<file path="src/rtl/word_byte_tx.sv">
// word_byte_tx: transmit side of the byte-stream link feeding the word
// statistics checker. Words from a valid/ready source are buffered in a small
// FIFO and serialised LSB byte first, one byte per clk. Byte 0 of every word
// is aligned to slot 0 of a free-running slot counter, so a receiver that
// counts bytes from reset frames words without any side-band.
//
// Build option WORD_BYTE_TX_PRBS_IDLE_EN: when defined, idle slots carry a
// PRBS-8 sequence (x^8+x^6+x^5+x^4+1, seed 8'hFF) instead of IDLE_BYTE.
module word_byte_tx #(
  parameter int          WORD_SIZE  = 32,
  parameter int          FIFO_DEPTH = 2,
  parameter logic [7:0]  IDLE_BYTE  = 8'h00
) (
  input  logic                              clk,
  input  logic                              rst_n,
  input  logic [WORD_SIZE-1:0]              s_data,
  input  logic                              s_valid,
  output logic                              s_ready,
  output logic [7:0]                        tx_byte,
  output logic [$clog2(WORD_SIZE/8)-1:0]    tx_slot,
  output logic                              tx_sof,
  output logic                              tx_eof,
  output logic                              tx_active,
  output logic [15:0]                       words_sent
);

  localparam int BYTE_CNT = WORD_SIZE / 8;
  localparam int SLOT_W   = $clog2(BYTE_CNT);
  localparam int AW       = $clog2(FIFO_DEPTH);
  localparam logic [SLOT_W-1:0] LAST_SLOT = SLOT_W'(BYTE_CNT - 1);
`ifdef WORD_BYTE_TX_PRBS_IDLE_EN
  localparam logic [7:0] FILLER_RST = 8'hFF;
`else
  localparam logic [7:0] FILLER_RST = IDLE_BYTE;
`endif

  typedef enum logic {IDLE, SEND} state_t;

  state_t                 state_q, state_d;
  logic [SLOT_W-1:0]      slot_q, slot_d;
  logic [WORD_SIZE-9:0]   sh_q, sh_d;
  logic [7:0]             byte_q, byte_d;
  logic                   sof_q, sof_d, eof_q, eof_d, active_q, active_d;
  logic [15:0]            words_q, words_d;

  logic [WORD_SIZE-1:0]   mem_q [FIFO_DEPTH];
  logic [AW-1:0]          wr_ptr_q, rd_ptr_q;
  logic [AW:0]            count_q;
  logic                   full, empty, push, pop;
  logic [WORD_SIZE-1:0]   head;

`ifdef WORD_BYTE_TX_PRBS_IDLE_EN
  logic [7:0]             lfsr_q, lfsr_d;
`endif

  assign full    = (count_q == (AW+1)'(FIFO_DEPTH));
  assign empty   = (count_q == '0);
  assign push    = s_valid && !full;
  assign head    = mem_q[rd_ptr_q];
  assign slot_d  = (slot_q == LAST_SLOT) ? '0 : slot_q + 1'b1;

  assign s_ready    = !full;
  assign tx_byte    = byte_q;
  assign tx_slot    = slot_q;
  assign tx_sof     = sof_q;
  assign tx_eof     = eof_q;
  assign tx_active  = active_q;
  assign words_sent = words_q;

  // FIFO storage; contents need no reset because count_q gates every read.
  always_ff @(posedge clk) begin
    if (push) mem_q[wr_ptr_q] <= s_data;
  end

  // FIFO pointers and occupancy; a simultaneous push and pop leaves count unchanged.
  always_ff @(posedge clk or negedge rst_n) begin
    if (!rst_n) begin
      wr_ptr_q <= '0;
      rd_ptr_q <= '0;
      count_q  <= '0;
    end else begin
      if (push) wr_ptr_q <= wr_ptr_q + 1'b1;
      if (pop)  rd_ptr_q <= rd_ptr_q + 1'b1;
      count_q <= count_q + (AW+1)'(push) - (AW+1)'(pop);
    end
  end

  // Next-state and output decode; a word only ever starts when slot 0 comes next.
  always_comb begin
    state_d  = state_q;
    pop      = 1'b0;
    sh_d     = sh_q;
    byte_d   = byte_q;
    sof_d    = 1'b0;
    eof_d    = 1'b0;
    active_d = 1'b0;
    words_d  = words_q;
`ifdef WORD_BYTE_TX_PRBS_IDLE_EN
    lfsr_d   = lfsr_q;
`endif
    case (state_q)
      IDLE: begin
        if (slot_q == LAST_SLOT && !empty) begin
          pop      = 1'b1;
          byte_d   = head[7:0];
          sh_d     = head[WORD_SIZE-1:8];
          sof_d    = 1'b1;
          active_d = 1'b1;
          state_d  = SEND;
        end
      end
      SEND: begin
        if (slot_q == LAST_SLOT) begin
          words_d = words_q + 16'd1;
          if (!empty) begin
            pop      = 1'b1;
            byte_d   = head[7:0];
            sh_d     = head[WORD_SIZE-1:8];
            sof_d    = 1'b1;
            active_d = 1'b1;
          end else begin
            state_d = IDLE;
          end
        end else begin
          byte_d   = sh_q[7:0];
          sh_d     = sh_q >> 8;
          active_d = 1'b1;
          eof_d    = (slot_d == LAST_SLOT);
        end
      end
      default: state_d = IDLE;
    endcase
    if (!active_d) begin
`ifdef WORD_BYTE_TX_PRBS_IDLE_EN
      lfsr_d = {lfsr_q[6:0], lfsr_q[7] ^ lfsr_q[5] ^ lfsr_q[4] ^ lfsr_q[3]};
      byte_d = lfsr_d;
`else
      byte_d = IDLE_BYTE;
`endif
    end
  end

  // State, slot counter and registered link outputs.
  always_ff @(posedge clk or negedge rst_n) begin
    if (!rst_n) begin
      state_q  <= IDLE;
      slot_q   <= '0;
      sh_q     <= '0;
      byte_q   <= FILLER_RST;
      sof_q    <= 1'b0;
      eof_q    <= 1'b0;
      active_q <= 1'b0;
      words_q  <= '0;
    end else begin
      state_q  <= state_d;
      slot_q   <= slot_d;
      sh_q     <= sh_d;
      byte_q   <= byte_d;
      sof_q    <= sof_d;
      eof_q    <= eof_d;
      active_q <= active_d;
      words_q  <= words_d;
    end
  end

`ifdef WORD_BYTE_TX_PRBS_IDLE_EN
  // Filler LFSR; only steps when a filler byte goes out, so it holds during a word.
  always_ff @(posedge clk or negedge rst_n) begin
    if (!rst_n) lfsr_q <= 8'hFF;
    else        lfsr_q <= lfsr_d;
  end
`endif

endmodule
</file>
<file path="config.mk">
export PLATFORM = sky130hd
export DESIGN_NAME = word_byte_tx
export DESIGN_NICKNAME = d
export VERILOG_FILES = /design/src/rtl/word_byte_tx.sv
export SDC_FILE = /design/constraint.sdc
export NUM_CORES = 1
export LEC_CHECK = 0
export CAP_MARGIN = 20
export CORE_MARGIN = 2
export CORE_UTILIZATION = 54
export CTS_CLUSTER_DIAMETER = 50
export DETAILED_ROUTE_END_ITERATION = 7
export GPL_ROUTABILITY_DRIVEN = 0
export PLACE_DENSITY_LB_ADDON = 0.12
export SLEW_MARGIN = 10
export SYNTH_ARGS = -nofsm -noshare
export SYNTH_HDL_FRONTEND = slang
export SYNTH_SLANG_ARGS = --single-unit
</file>
<file path="constraint.sdc">
create_clock -name clk -period 3.7 [get_ports clk]
set_clock_uncertainty 0.2 [all_clocks]
set_input_delay 0.555 -clock clk [delete_from_list [all_inputs] [get_ports clk]]
set_output_delay 0.555 -clock clk [all_outputs]
set_load 0.1 [all_outputs]
</file>
==> run_results.csv <==
group,metric,value,unit
clock_tree,numCtsBuffers,17,
sta,timing.setup.tns,0,ps
status,status,"finished, final reports clean",
routing,num_vias,2669,
routing,drt.antenna.violating_nets,0,
placed_design,post-place-cells,469,
clock_tree,clk_pin_slew_worst_paths,60,ps
cells_and_area,share_of_layout_cells_above_drive_strength_1,0.1134,
logic_synthesis,simple_gate_area_share_of_the_yosys_netlist,0.06922,
logic_synthesis,synthDistinctLibCells,27,
sta,fmax,0.3403,GHz
setup_path,critPathKind,"reg2out",
routing,wl_per_cell,16.11,um
clock_tree,clockBufferDepth,2,
pwr,power.share.clock,0.315,
global_routing,vias_in_the_first_global_route,2683,
setup_path,worst-path-buf-inv,1,
pwr,power.leakage,2.378,nW
logic_synthesis,synth_fa_ha_area_frac,0.01368,
global_routing,global_route.usage.total,0.1968,
clock_tree,cts_tree,"done",
setup_path,critical-path-slowest-cell,"sky130_fd_sc_hd__clkdlybuf4s50_1",
setup_path,required,2940,ps
cells_and_area,number_of_standard_cells_in_the_final_layout_excluding_fillers,502,
clock_tree,clock_sinks,121,
logic_synthesis,synth-seq-cells,121,
cells_and_area,finalNetCount,424,
clock_tree,ctsRootBufferMaster,"sky130_fd_sc_hd__clkbuf_8",
min_path,min-delay-path-class,"reg2reg",
setup_path,worst_path_largest_cell_delay,1140,ps
clock_tree,worst_skew_pair.late_latency,510,ps
floorplan,rows,33,
placed_design,dp_slack,1263,ps
placed_design,port_buffers,64,
logic_synthesis,synth.yosys.seq_area_share,0.7321,
clock_tree,post_cts.resized_instances,0,
logic_synthesis,postSynthAreaPerCell,14.90,um^2
clock_tree,holdBufCountCts,1,
logic_synthesis,postSynthCellCount,307,
setup_path,crit_path_cell_trace,"nand2b_1 > clkdlybuf4s50_1",
logic_synthesis,syn_nets,347,
run,maxCapViolCount,0,
setup_path,cell_family_with_the_largest_share_of_critical_path_delay,"buffers and inverters",
sta,final-setup-viol-count,0,
logic_synthesis,share_of_the_synthesized_area_in_compound_gates_ao_oa_aoi_oai,0.05882,
logic_synthesis,yosys_warnings,0,
sta,period_needed,2939,ps
sta,slew_at_the_pin_closest_to_its_max_slew_limit,1005,ps
floorplan,dieWidth,96.03,um
cells_and_area,seq_area,3349,um^2
floorplan,core,8217,um^2
global_routing,grt_overflow,0,
floorplan,initial_standard_cell_utilization_of_the_core,0.5566,
sta,final_max_slew_viol_count,0,
cells_and_area,areaGrowthSynthToFinish,29.66,%
clock_tree,clock_h_tree_levels,4,
placed_design,place_hpwl,4.949,mm
cells_and_area,fillers,546,
pwr,power-per-cell-area,847.2,nW/um^2
floorplan,die-area,9221,um^2
global_routing,antenna_found_initial,0,
pwr,netSwitchingFraction,0.3446,
setup_path,worst_setup_start_kind,"register",
pwr,p_int,3.292,mW
routing,drt_pass1_iterations,4,
floorplan,boundaryPins,65,
sta,setup_repair_after_global_routing_missed_its_margin,"false",
pwr,seq_power_share,0.414,
floorplan,fp.dieH,96.03,um
routing,drt_wl_total,8.088,mm
setup_path,endpoint_kind,"primary output",
cells_and_area,layout.cells.most_common_list,"64 x sky130_fd_sc_hd__edfxtp_1, 63 x sky130_fd_sc_hd__clkdlybuf4s50_1, 56 x sky130_fd_sc_hd__dfrtp_1",
sta,hold_viol,0,
sta,setup_ws,761.0,ps
sta,max_slew_headroom,0.3299,
routing,via_per_inst,5.317,
setup_path,cp.arrival,2180,ps
cells_and_area,antenna-diode-count,0,
cells_and_area,final_common_cell,"sky130_fd_sc_hd__edfxtp_1",
logic_synthesis,synth.cell_area,4573,um^2
global_routing,largest_net_degree_at_the_start_of_global_routing,42,
logic_synthesis,muxShareOfSynthArea,0.07250,
routing,post-route-drc-count,0,
setup_path,critical_path_peak_fanout,3,
pwr,peakVddDrop,0.3736,mV
logic_synthesis,synth_xor_area_frac,0.03639,
global_routing,grt_first_pass_wirelength,13.05,mm
routing,drt-initial-drc-count,215,
clock_tree,cts.repair_timing.setup_buffer_count,0,
logic_synthesis,largest_family_of_logic_cells_by_synthesized_area,"multiplexers",
pwr,total_switching_power,1.731,mW
sta,final.period_utilization,0.7943,
cells_and_area,multi_input_comb_area,1151,um^2
pwr,combPwrFrac,0.271,
## cell families (layout without fill, tap and decap cells)
group,Yosys count,after routing
xor+xnor,19,19
fa+ha+maj,5,5
simple gates,70,70
buf+inv,18,108
compound gates,41,41
mux,33,33
flops,121,121
## area by class of cell
| class | instances | share of cell area |
|---|---|---|
| timing repair buffer | 71 | 0.1165 |
| sequential | 121 | 0.5649 |
| clock buffer | 21 | 0.07934 |
| clock inverter | 11 | 0.01984 |
| tap | 105 | 0.02216 |
| inverter | 5 | 0.003165 |
| multi-input combinational | 168 | 0.1941 |
## sequential cells by signal, summed over array words and instances, names as in the netlist
register	cells
tx_active	1
words_sent	16
rd_ptr_q	1
tx_sof	1
tx_byte	8
tx_eof	1
wr_ptr_q	1
tx_slot	2
mem_q	64
count_q	2
sh_q	24
## final timing paths
path | from | end | slack, ps | cells after the start
worst max-delay path | count_q[1]$_DFF_PN0_ | s_ready | 760 | 2
worst min-delay path | words_sent[15]$_DFFE_PN0P_ | words_sent[15]$_DFFE_PN0P_ | 270 | 1
worst max register to register | tx_slot[0]$_DFF_PN0_ | count_q[1]$_DFF_PN0_ | 1260 | 9
worst min register to register | words_sent[15]$_DFFE_PN0P_ | words_sent[15]$_DFFE_PN0P_ | 270 | 1
max in group asynchronous | rst_n | sh_q[19]$_DFFE_PN0P_ | 2040 | 3
min in group asynchronous | rst_n | tx_eof$_DFF_PN0_ | 480 | 2
## cell usage after synthesis
| library cell | number | area [um^2] |
|---|---|---|
| sky130_fd_sc_hd__ha_1 | 5 | 62.56 |
| sky130_fd_sc_hd__inv_1 | 4 | 15.01 |
| sky130_fd_sc_hd__xnor2_1 | 18 | 157.7 |
| sky130_fd_sc_hd__xor2_1 | 1 | 8.760 |
| sky130_fd_sc_hd__nand3_1 | 7 | 35.03 |
| sky130_fd_sc_hd__mux2_2 | 1 | 11.26 |
| sky130_fd_sc_hd__a211oi_1 | 8 | 60.06 |
| sky130_fd_sc_hd__nor2_1 | 27 | 101.4 |
| sky130_fd_sc_hd__o21ai_0 | 16 | 80.08 |
| sky130_fd_sc_hd__nand2b_1 | 1 | 6.260 |
| sky130_fd_sc_hd__a221o_1 | 8 | 80.08 |
| sky130_fd_sc_hd__a21oi_1 | 8 | 40.04 |
| sky130_fd_sc_hd__and4_1 | 4 | 35.03 |
| sky130_fd_sc_hd__clkbuf_1 | 6 | 22.52 |
| sky130_fd_sc_hd__buf_2 | 6 | 30.03 |
| sky130_fd_sc_hd__dfrtp_1 | 57 | 1426 |
| sky130_fd_sc_hd__nor2b_1 | 1 | 6.260 |
| sky130_fd_sc_hd__nor2_2 | 1 | 6.260 |
| sky130_fd_sc_hd__nand4_1 | 3 | 18.77 |
| sky130_fd_sc_hd__o21ai_2 | 1 | 8.760 |
| sky130_fd_sc_hd__and3_1 | 3 | 18.77 |
| sky130_fd_sc_hd__and2_1 | 1 | 6.260 |
| sky130_fd_sc_hd__buf_4 | 1 | 7.510 |
| sky130_fd_sc_hd__nand2_1 | 22 | 82.58 |
| sky130_fd_sc_hd__inv_2 | 1 | 3.750 |
| sky130_fd_sc_hd__edfxtp_1 | 64 | 1922 |
| sky130_fd_sc_hd__mux2i_1 | 32 | 320.3 |
## per-layer routing
layer,track usage,up-vias,routed length (um)
li1,-,1272,-
met1,0.2415,1307,3457
met2,0.3247,80,4151
met3,0.05795,10,401
met4,0.08571,0,78
met5,0,-,0
## power by group through the flow
stage	Combinational (mW)	Sequential (mW)	Clock, mW
finish	1.36	2.08	1.58
detailed placement	1.36	2.11	0
floorplan	0.611	2.46	0
global placement	1.35	2.09	0
CTS	1.37	2.09	1.62
global route	1.45	2.12	1.69
## metrics by stage
stage / power, mW / util / area (um^2) / hold WS [ps]
after floorplan: 3.071 / - / 4573 / 59.41
after global placement: 3.441 / 0.6489 / 5331 / 257.5
after detailed placement: 3.468 / 0.6489 / 5331 / 266.0
after CTS: 5.083 / 0.7216 / 5929 / 277.5
after global routing: 5.265 / 0.7216 / 5929 / 288.3
final: 5.023 / 0.7216 / 5929 / 272.8
Power figures use the tool's default switching activity.
